File: src/rtl/flag_branch_unit_pkg.sv
// Shared constants for the flag/branch unit: condition codes, ALU opcodes,
// flag bit positions, FSM states and the per-opcode flag write mask.
package flag_branch_unit_pkg;

    localparam int unsigned FLAG_W = 3;
    localparam int unsigned COND_W = 3;
    localparam int unsigned OP_W   = 4;

    localparam int unsigned FLAG_N = 2;
    localparam int unsigned FLAG_Z = 1;
    localparam int unsigned FLAG_V = 0;

    localparam logic [COND_W-1:0] CC_NE     = 3'd0;
    localparam logic [COND_W-1:0] CC_EQ     = 3'd1;
    localparam logic [COND_W-1:0] CC_GT     = 3'd2;
    localparam logic [COND_W-1:0] CC_LT     = 3'd3;
    localparam logic [COND_W-1:0] CC_GE     = 3'd4;
    localparam logic [COND_W-1:0] CC_LE     = 3'd5;
    localparam logic [COND_W-1:0] CC_OV     = 3'd6;
    localparam logic [COND_W-1:0] CC_UNCOND = 3'd7;

    localparam logic [OP_W-1:0] OP_ADD = 4'h0;
    localparam logic [OP_W-1:0] OP_SUB = 4'h1;
    localparam logic [OP_W-1:0] OP_AND = 4'h2;
    localparam logic [OP_W-1:0] OP_OR  = 4'h3;
    localparam logic [OP_W-1:0] OP_XOR = 4'h4;
    localparam logic [OP_W-1:0] OP_SHL = 4'h5;
    localparam logic [OP_W-1:0] OP_SHR = 4'h6;

    typedef enum logic [1:0] {
        ST_IDLE = 2'd0,
        ST_WAIT = 2'd1,
        ST_RESP = 2'd2
    } state_t;

    // Which {N,Z,V} bits an ALU writeback of this opcode is allowed to change.
    function automatic logic [FLAG_W-1:0] flag_mask(input logic [OP_W-1:0] op);
        logic [FLAG_W-1:0] m;
        m = '0;
        case (op)
            OP_ADD, OP_SUB:                         m = '1;
            OP_AND, OP_OR, OP_XOR, OP_SHL, OP_SHR:  m[FLAG_Z] = 1'b1;
            default:                                m = '0;
        endcase
        return m;
    endfunction

endpackage

File: src/rtl/flag_branch_unit_cond_eval.sv
// Combinational branch condition evaluation over {N,Z,V}.
module branch_cond_eval
    import flag_branch_unit_pkg::*;
(
    input  logic [COND_W-1:0] cond,
    input  logic [FLAG_W-1:0] flags,
    output logic              taken_c
);

    logic n, z, v;
    assign n = flags[FLAG_N];
    assign z = flags[FLAG_Z];
    assign v = flags[FLAG_V];

    always_comb begin
        taken_c = 1'b0;
        case (cond)
            CC_NE:     taken_c = ~z;
            CC_EQ:     taken_c = z;
            CC_GT:     taken_c = ~z & ~n;
            CC_LT:     taken_c = n;
            CC_GE:     taken_c = z | ~n;
            CC_LE:     taken_c = n | z;
            CC_OV:     taken_c = v;
            CC_UNCOND: taken_c = 1'b1;
            default:   taken_c = 1'b0;
        endcase
    end

endmodule

File: src/rtl/flag_branch_unit.sv
// Architectural N/Z/V flag register plus branch resolver that waits for
// in-flight flag writers, with same-cycle writeback bypass into evaluation.
module flag_branch_unit
    import flag_branch_unit_pkg::*;
#(
    parameter int unsigned PEND_W = 3,
    parameter int unsigned PC_W   = 16
) (
    input  logic              clk,
    input  logic              rst_n,
    input  logic              pend_set,
    input  logic              flag_wr_en,
    input  logic [OP_W-1:0]   flag_op,
    input  logic [FLAG_W-1:0] flag_in,
    input  logic              flush,
    input  logic              br_valid,
    output logic              br_ready,
    input  logic [COND_W-1:0] br_cond,
    input  logic [PC_W-1:0]   br_target,
    input  logic [PC_W-1:0]   br_pc_inc,
    output logic              res_valid,
    input  logic              res_ready,
    output logic              res_taken,
    output logic [PC_W-1:0]   res_next_pc,
    output logic [FLAG_W-1:0] flags_q,
    output logic              pend_err
);

    localparam logic [PEND_W-1:0] PEND_MAX = '1;

    state_t            state_q, state_d;
    logic [PEND_W-1:0] pend_q, next_pend;
    logic              ovf_c;
    logic [FLAG_W-1:0] mask_c, next_flags;
    logic [COND_W-1:0] cond_q, cond_sel_c;
    logic [PC_W-1:0]   target_q, pc_inc_q, target_sel_c, pc_inc_sel_c;
    logic              cap_c, load_res_c, taken_c;

    // Post-writeback flag value, used both for the register and for evaluation.
    assign mask_c     = flag_wr_en ? flag_mask(flag_op) : '0;
    assign next_flags = (flags_q & ~mask_c) | (flag_in & mask_c);

    // Saturating in-flight writer count; simultaneous issue and retire cancel.
    always_comb begin
        next_pend = pend_q;
        ovf_c     = 1'b0;
        if (pend_set && !flag_wr_en) begin
            if (pend_q == PEND_MAX) ovf_c = 1'b1;
            else                    next_pend = pend_q + PEND_W'(1);
        end else if (flag_wr_en && !pend_set && pend_q != '0) begin
            next_pend = pend_q - PEND_W'(1);
        end
    end

    // In IDLE the live request is evaluated; in WAIT the captured one.
    assign cond_sel_c   = (state_q == ST_IDLE) ? br_cond   : cond_q;
    assign target_sel_c = (state_q == ST_IDLE) ? br_target : target_q;
    assign pc_inc_sel_c = (state_q == ST_IDLE) ? br_pc_inc : pc_inc_q;

    branch_cond_eval u_cond_eval (
        .cond    (cond_sel_c),
        .flags   (next_flags),
        .taken_c (taken_c)
    );

    always_comb begin
        state_d    = state_q;
        cap_c      = 1'b0;
        load_res_c = 1'b0;
        case (state_q)
            ST_IDLE: begin
                if (br_valid) begin
                    cap_c = 1'b1;
                    if (next_pend == '0 || br_cond == CC_UNCOND) begin
                        load_res_c = 1'b1;
                        state_d    = ST_RESP;
                    end else begin
                        state_d = ST_WAIT;
                    end
                end
            end
            ST_WAIT: begin
                if (next_pend == '0) begin
                    load_res_c = 1'b1;
                    state_d    = ST_RESP;
                end
            end
            ST_RESP: begin
                if (res_ready) state_d = ST_IDLE;
            end
            default: state_d = ST_IDLE;
        endcase
        // Flush beats everything, including a request presented this cycle.
        if (flush) begin
            state_d    = ST_IDLE;
            cap_c      = 1'b0;
            load_res_c = 1'b0;
        end
    end

    always_ff @(posedge clk or negedge rst_n) begin
        if (!rst_n) begin
            state_q     <= ST_IDLE;
            flags_q     <= '0;
            pend_q      <= '0;
            pend_err    <= 1'b0;
            br_ready    <= 1'b1;
            res_valid   <= 1'b0;
            res_taken   <= 1'b0;
            res_next_pc <= '0;
            cond_q      <= '0;
            target_q    <= '0;
            pc_inc_q    <= '0;
        end else begin
            state_q   <= state_d;
            flags_q   <= next_flags;
            pend_q    <= next_pend;
            pend_err  <= pend_err | ovf_c;
            br_ready  <= (state_d == ST_IDLE);
            res_valid <= (state_d == ST_RESP);
            if (cap_c) begin
                cond_q   <= br_cond;
                target_q <= br_target;
                pc_inc_q <= br_pc_inc;
            end
            if (load_res_c) begin
                res_taken   <= taken_c;
                res_next_pc <= taken_c ? target_sel_c : pc_inc_sel_c;
            end
        end
    end

endmodule
File: config.mk
export PLATFORM = sky130hd
export DESIGN_NAME = flag_branch_unit
export DESIGN_NICKNAME = d
export VERILOG_FILES = /design/src/rtl/flag_branch_unit_pkg.sv /design/src/rtl/flag_branch_unit_cond_eval.sv /design/src/rtl/flag_branch_unit.sv
export SDC_FILE = /design/constraint.sdc
export NUM_CORES = 1
export LEC_CHECK = 0
export BUFFER_PORTS_ARGS = -buffer_cell sky130_fd_sc_hd__buf_4
export CORE_MARGIN = 5
export CORE_UTILIZATION = 58
export CTS_CLUSTER_SIZE = 28
export DETAILED_ROUTE_END_ITERATION = 12
export PLACE_DENSITY = 0.84
export SLEW_MARGIN = 15
export SYNTH_ARGS = -nofsm -noshare
export SYNTH_HDL_FRONTEND = slang
export SYNTH_HIERARCHICAL = 1
export SYNTH_SLANG_ARGS = --single-unit
File: constraint.sdc
create_clock -name clk -period 10.1 [get_ports clk]
set_input_delay 0 -clock clk [delete_from_list [all_inputs] [get_ports clk]]
set_output_delay 0 -clock clk [all_outputs]
set_load 0.02 [all_outputs]
# Word level (Yosys, flattened, before mapping)
# Cells that the tools add are included.
[totals] regBits=63 input_bits=49 elab_cells=82 output_inout_bits=23
[classes] bitwise=10 n_reduce_logical=14 muxes=27 eq_ne=18 n_addsub=2
[op_table] operator="$mux W16" n=3
[op_table] operator="$eq A3 B3 Y1 const B" n=6
[op_table] operator="$mux W3" n=5
[op_table] operator="$eq A4 B3 Y1 const B" n=3
[op_table] operator="$mux W1" n=11
[op_table] operator="$mux W2" n=5
[op_table] operator="$eq A4 B2 Y1 const B" n=2
[op_table] operator="$pmux W1 S8" n=1
[op_table] operator="$reduce_or A7 Y1" n=1
[op_table] operator="$and A3 B3 Y3" n=2
[op_table] operator="$eq A3 B2 Y1 const B" n=2
[op_table] operator="$logic_not A3 Y1" n=2
[op_table] operator="$pmux W2 S3" n=1
[op_table] operator="$eq A2 B2 Y1 const B" n=2
[op_table] operator="$eq A4 B1 Y1 const B" n=1
[op_table] operator="$logic_not A2 Y1" n=2
[op_table] operator="$logic_not A4 Y1" n=1
[op_table] operator="$add A3 B1 Y3 const B" n=1
[op_table] operator="$eq A3 B1 Y1 const B" n=1
[op_table] operator="$logic_and A1 B1 Y1" n=3
[op_table] operator="$not A3 Y3" n=1
[op_table] operator="$or A1 B1 Y1" n=3
[op_table] operator="$or A3 B3 Y3" n=1
[op_table] operator="$reduce_bool A3 Y1" n=1
[op_table] operator="8 further kinds" n=10

# Logic depth before layout (Yosys ltp)
[depth] ltp_word=12 mapped_depth=11 ltp_nobuf=9

# Cells and area by module
# The synthesis kept the hierarchy.
[by_module_without_submodules] module="flag_branch_unit" cells_each=191 instances=1 seq_area_each_um2=1577.8 area_per_inst_um2=3010.4
[by_module_without_submodules] module="branch_cond_eval" cells_each=11 instances=1 seq_area_each_um2=0.0 area_per_inst_um2=76.3

# Worst setup path before layout
# Ideal clock, no wire load.
[synth_path] path_kind="reg2reg" from="register state_q[0]" to="register res_next_pc[10]" slack_ns=6.839 setup_time_ns=0.125 path_buffers=3 synth_period_minus_slack_ns=3.261 arrival_time_ns=3.136 path_stages_with_launch=12 required_time_ns=9.975 cell_sequence="dfrtp_1 nor2_1 buf_1 mux2_2 nor2b_2 mux2i_1 o31a_1 o21a_1 buf_1 clkbuf_1 mux4_2 mux2_4"
[synth_via] elab_chain_len=5 elab_cells_between_ends=17 cone_classes="eq/ne (8); mux (7); reduce/logical (2)"
[synth_rtl] element="start: declaration" line="flag_branch_unit.sv:31" source="state_t state_q, state_d;"
[synth_rtl] element="start signal: assignment" line="flag_branch_unit.sv:115" source="state_q <= state_d;"
[synth_rtl] element="$logic_not A2 Y1 *" line="flag_branch_unit.sv:56" source="assign cond_sel_c = (state_q == ST_IDLE) ? br_cond : cond_q;"
[synth_rtl] element="$mux W3 *" line="flag_branch_unit.sv:56"
[synth_rtl] element="via cond_sel_c[2]" line="flag_branch_unit.sv:35" source="logic [COND_W-1:0] cond_q, cond_sel_c;"
[synth_rtl] element="$eq A3 B3 Y1, or another cell as far along" line="flag_branch_unit_cond_eval.sv:17" source="case (cond)"
[synth_rtl] element="$pmux W1 S8 *" line="flag_branch_unit_cond_eval.sv:17"
[synth_rtl] element="via taken_c" line="flag_branch_unit.sv:37" source="logic cap_c, load_res_c, taken_c;"
[synth_rtl] element="$mux W16 *" line="flag_branch_unit.sv:128" source="res_next_pc <= taken_c ? target_sel_c : pc_inc_sel_c;"
[synth_rtl] element="end signal: assignment" line="flag_branch_unit.sv:128"
[synth_rtl] element="end: declaration" line="flag_branch_unit.sv:24" source="output logic [PC_W-1:0] res_next_pc,"
# Mark *: on every way through the listed nets, which the timed path passes. The rest lies on a longest branch.
# A chain may end at the register's enable or synchronous reset.

# Worst setup path after layout
[layout_path] from="register state_q[0]" to="register res_next_pc[12]"
# Same word-level chain as after synthesis.

==> impl_metrics.env <==
export IMPL_drc=0
export IMPL_ys_seq_area_frac=0.511
export IMPL_die_y_um=83.0
export IMPL_crit_path_end_kind="flip-flop"
export IMPL_ioPinCount=72
export IMPL_portBuffers=71
export IMPL_syn_nets=254
export IMPL_fin_hold_ws_ns=0.00871
export IMPL_grt_pass1_wl_um=13600
export IMPL_ff_latch_area_sq_mm=0.00158
export IMPL_reg2reg_depth=8
export IMPL_p_leak_nw=1.92
export IMPL_crit_arrival_ns=3.80
export IMPL_grt_max_degree=64
export IMPL_yosys_area_top_type="dfrtp_1"
export IMPL_wl_per_cell_um=20.9
export IMPL_cts_tree="done"
export IMPL_start_kind="flip-flop"
export IMPL_insertedDiodeCount=0
export IMPL_yosys_top_cells_area="dfrtp_1 50%, mux2_2 18%, mux4_2 12%"
export IMPL_coreArea_sq_mm=0.00514
export IMPL_finalNetCount=369
export IMPL_grt_overflow_total=0
export IMPL_synth_warnings=6
export IMPL_cp_max_fo=22
export IMPL_grt_usage=0.255
export IMPL_criticalPathCategory="flip-flop to flip-flop"
export IMPL_ant_nets=0
export IMPL_netlist_instances=202
export IMPL_rsz0062_at_grt="no"
export IMPL_status="finished clean"
export IMPL_nFillCells=274
export IMPL_cts_root_buf="clkbuf_8"
export IMPL_first_global_vias=2541
export IMPL_area_growth_pct=38.9
export IMPL_clk_path_buf_depth=2
export IMPL_whs_path_depth=4
export IMPL_synth_edf_count=0
export IMPL_relSlewSlack=0.330
export IMPL_hold_path_class="primary input to flip-flop"
export IMPL_synth_area_per_cell_sq_um=15.3
export IMPL_tns_ns=0
export IMPL_power_density_mw_per_mm2=258
export IMPL_antenna_found_initial=0
export IMPL_row_count=26
export IMPL_initial_core_util=0.601
export IMPL_setup_viol=0
export IMPL_avgViaCountPerCell=5.59
export IMPL_synth_common_cells="62 x dfrtp_1, 48 x mux2_2, 16 x mux4_2"
export IMPL_place_congestion=0.725
export IMPL_vias=2190
export IMPL_cts_made_buffers=9
export IMPL_drt_first_iter_violations=107
export IMPL_synthFlopType="dfrtp_1"
export IMPL_synth_top_cell_area_share=0.503
export IMPL_die_width_um=83.0
export IMPL_final_layout_size_suffix_gt1_frac=0.525
export IMPL_maxSlewViolCount=0
export IMPL_synth_cell_types=40
export IMPL_vdd_drop_max_uv=168
export IMPL_fin_skew_ns=0.0126
export IMPL_cts_htree_levels=3
export IMPL_syn_area_sq_mm=0.00309
export IMPL_firstDrtPassIters=4
export IMPL_cap_violations=0
export IMPL_multi_input_area_sq_mm=0.00147
export IMPL_hpwl_um=4470
export IMPL_clock_fmax_mhz=280
export IMPL_worstPathRequired_ns=10.32
export IMPL_clock_sinks=63
export IMPL_timing_final_crit_share=0.354
export IMPL_synthArstFlopShare=1.00
export IMPL_synth_seq_cells=63
export IMPL_hold_viol=0
export IMPL_routed_wl_um=8210
export IMPL_min_period_ns=3.58
export IMPL_clkTransAtPathRegs_ns=0.07
export IMPL_insertion_delay_ns=0.35
export IMPL_worst_pin_slew_ns=1.00
export IMPL_yosysMostFrequentCell="dfrtp_1"
export IMPL_die_area_sq_mm=0.00688
critical path, cell delays in order (launching register included):
cell	delay (ns)
dfrtp_1	0.45
nor2_4	0.70
mux2_2	0.43
nor2b_2	0.17
mux2i_1	0.14
o31a_1	0.14
o21a_1	0.71
mux4_2	0.44
mux2_4	0.27
registers in the layout, summed over array words and instances (netlist names), 2 cells and up:
| register | cells |
|---|---|
| target_q | 16 |
| state_q | 2 |
| pend_q | 3 |
| flags_q | 3 |
| res_next_pc | 16 |
| pc_inc_q | 16 |
| cond_q | 3 |
per-stage QoR:
step | util | setup WS [ns] | instances | instance area [sq um] | power [mW]
after floorplan | - | 6.84 | 202 | 3090 | 0.714
final | 0.834 | 6.52 | 392 | 4290 | 1.10
after detailed placement | 0.717 | 6.63 | 335 | 3690 | 0.858
after global placement | 0.717 | 6.72 | 335 | 3690 | 0.834
after CTS | 0.834 | 6.57 | 392 | 4290 | 1.08
after global routing | 0.834 | 6.31 | 392 | 4290 | 1.16
metal layers:
layer	global-route usage	wire, um
met1	0.288	3060
met3	0.0465	409
met5	0	0
met4	0.113	195
met2	0.466	4540
cell usage in the layout, fill, tap and decap left out, types with 2 or more instances in the layout:
cell type,count
ha_1,3
dfrtp_1,62
inv_1,4
buf_4,72
nand2b_1,5
o21ai_0,3
mux2i_1,3
a22oi_1,2
mux2_2,48
nor2b_2,2
nor2_1,3
nor2_4,2
a31oi_1,3
mux2_4,10
nand2_1,4
clkbuf_1,3
clkbuf_8,13
mux4_2,16
dlygate4sd3_1,41
a21oi_1,2
report_power, final:
part / leakage (nW) / total (mW) / switching (mW) / internal, mW
Clock: 0.0970 / 0.212 / 0.0952 / 0.117
Combinational: 1.07 / 0.472 / 0.213 / 0.259
Sequential: 0.751 / 0.421 / 0.0695 / 0.352
area by class of cell:
type	instances	area share
flip-flops and latches	63	0.368
multi-input cells	126	0.342
repair buffers	113	0.222
clock buffers	16	0.0444
well taps	70	0.0204
inverters	4	0.00350
final timing paths:
| kind | start | end | slack (ns) |
|---|---|---|---|
| min reg2reg | pend_err | pend_err | 0.48 |
| max reg2reg | state_q[0] | res_next_pc[12] | 6.52 |
| min in group asynchronous | rst_n | pc_inc_q[11] | 0.28 |
| max in group asynchronous | rst_n | target_q[14] | 9.31 |
| max | state_q[0] | res_next_pc[12] | 6.52 |
| min | flag_wr_en | pend_err | 0.009 |
cells by family after synthesis:
kind of cell    after synthesis  share of synthesized area
compound gates               19                     0.0539
xor+xnor                      1                    0.00527
fa+ha+maj                     3                     0.0122
buf+inv                      13                     0.0186
flops                        63                      0.511
mux                          77                      0.350
simple gates                 26                     0.0486
timing repair:
action,CTS,global route
endpoints found under the hold margin,104,0
resized for setup,0,0
buffers inserted,0,0
hold buffers,41,0
Power figures use the tool's default switching activity.
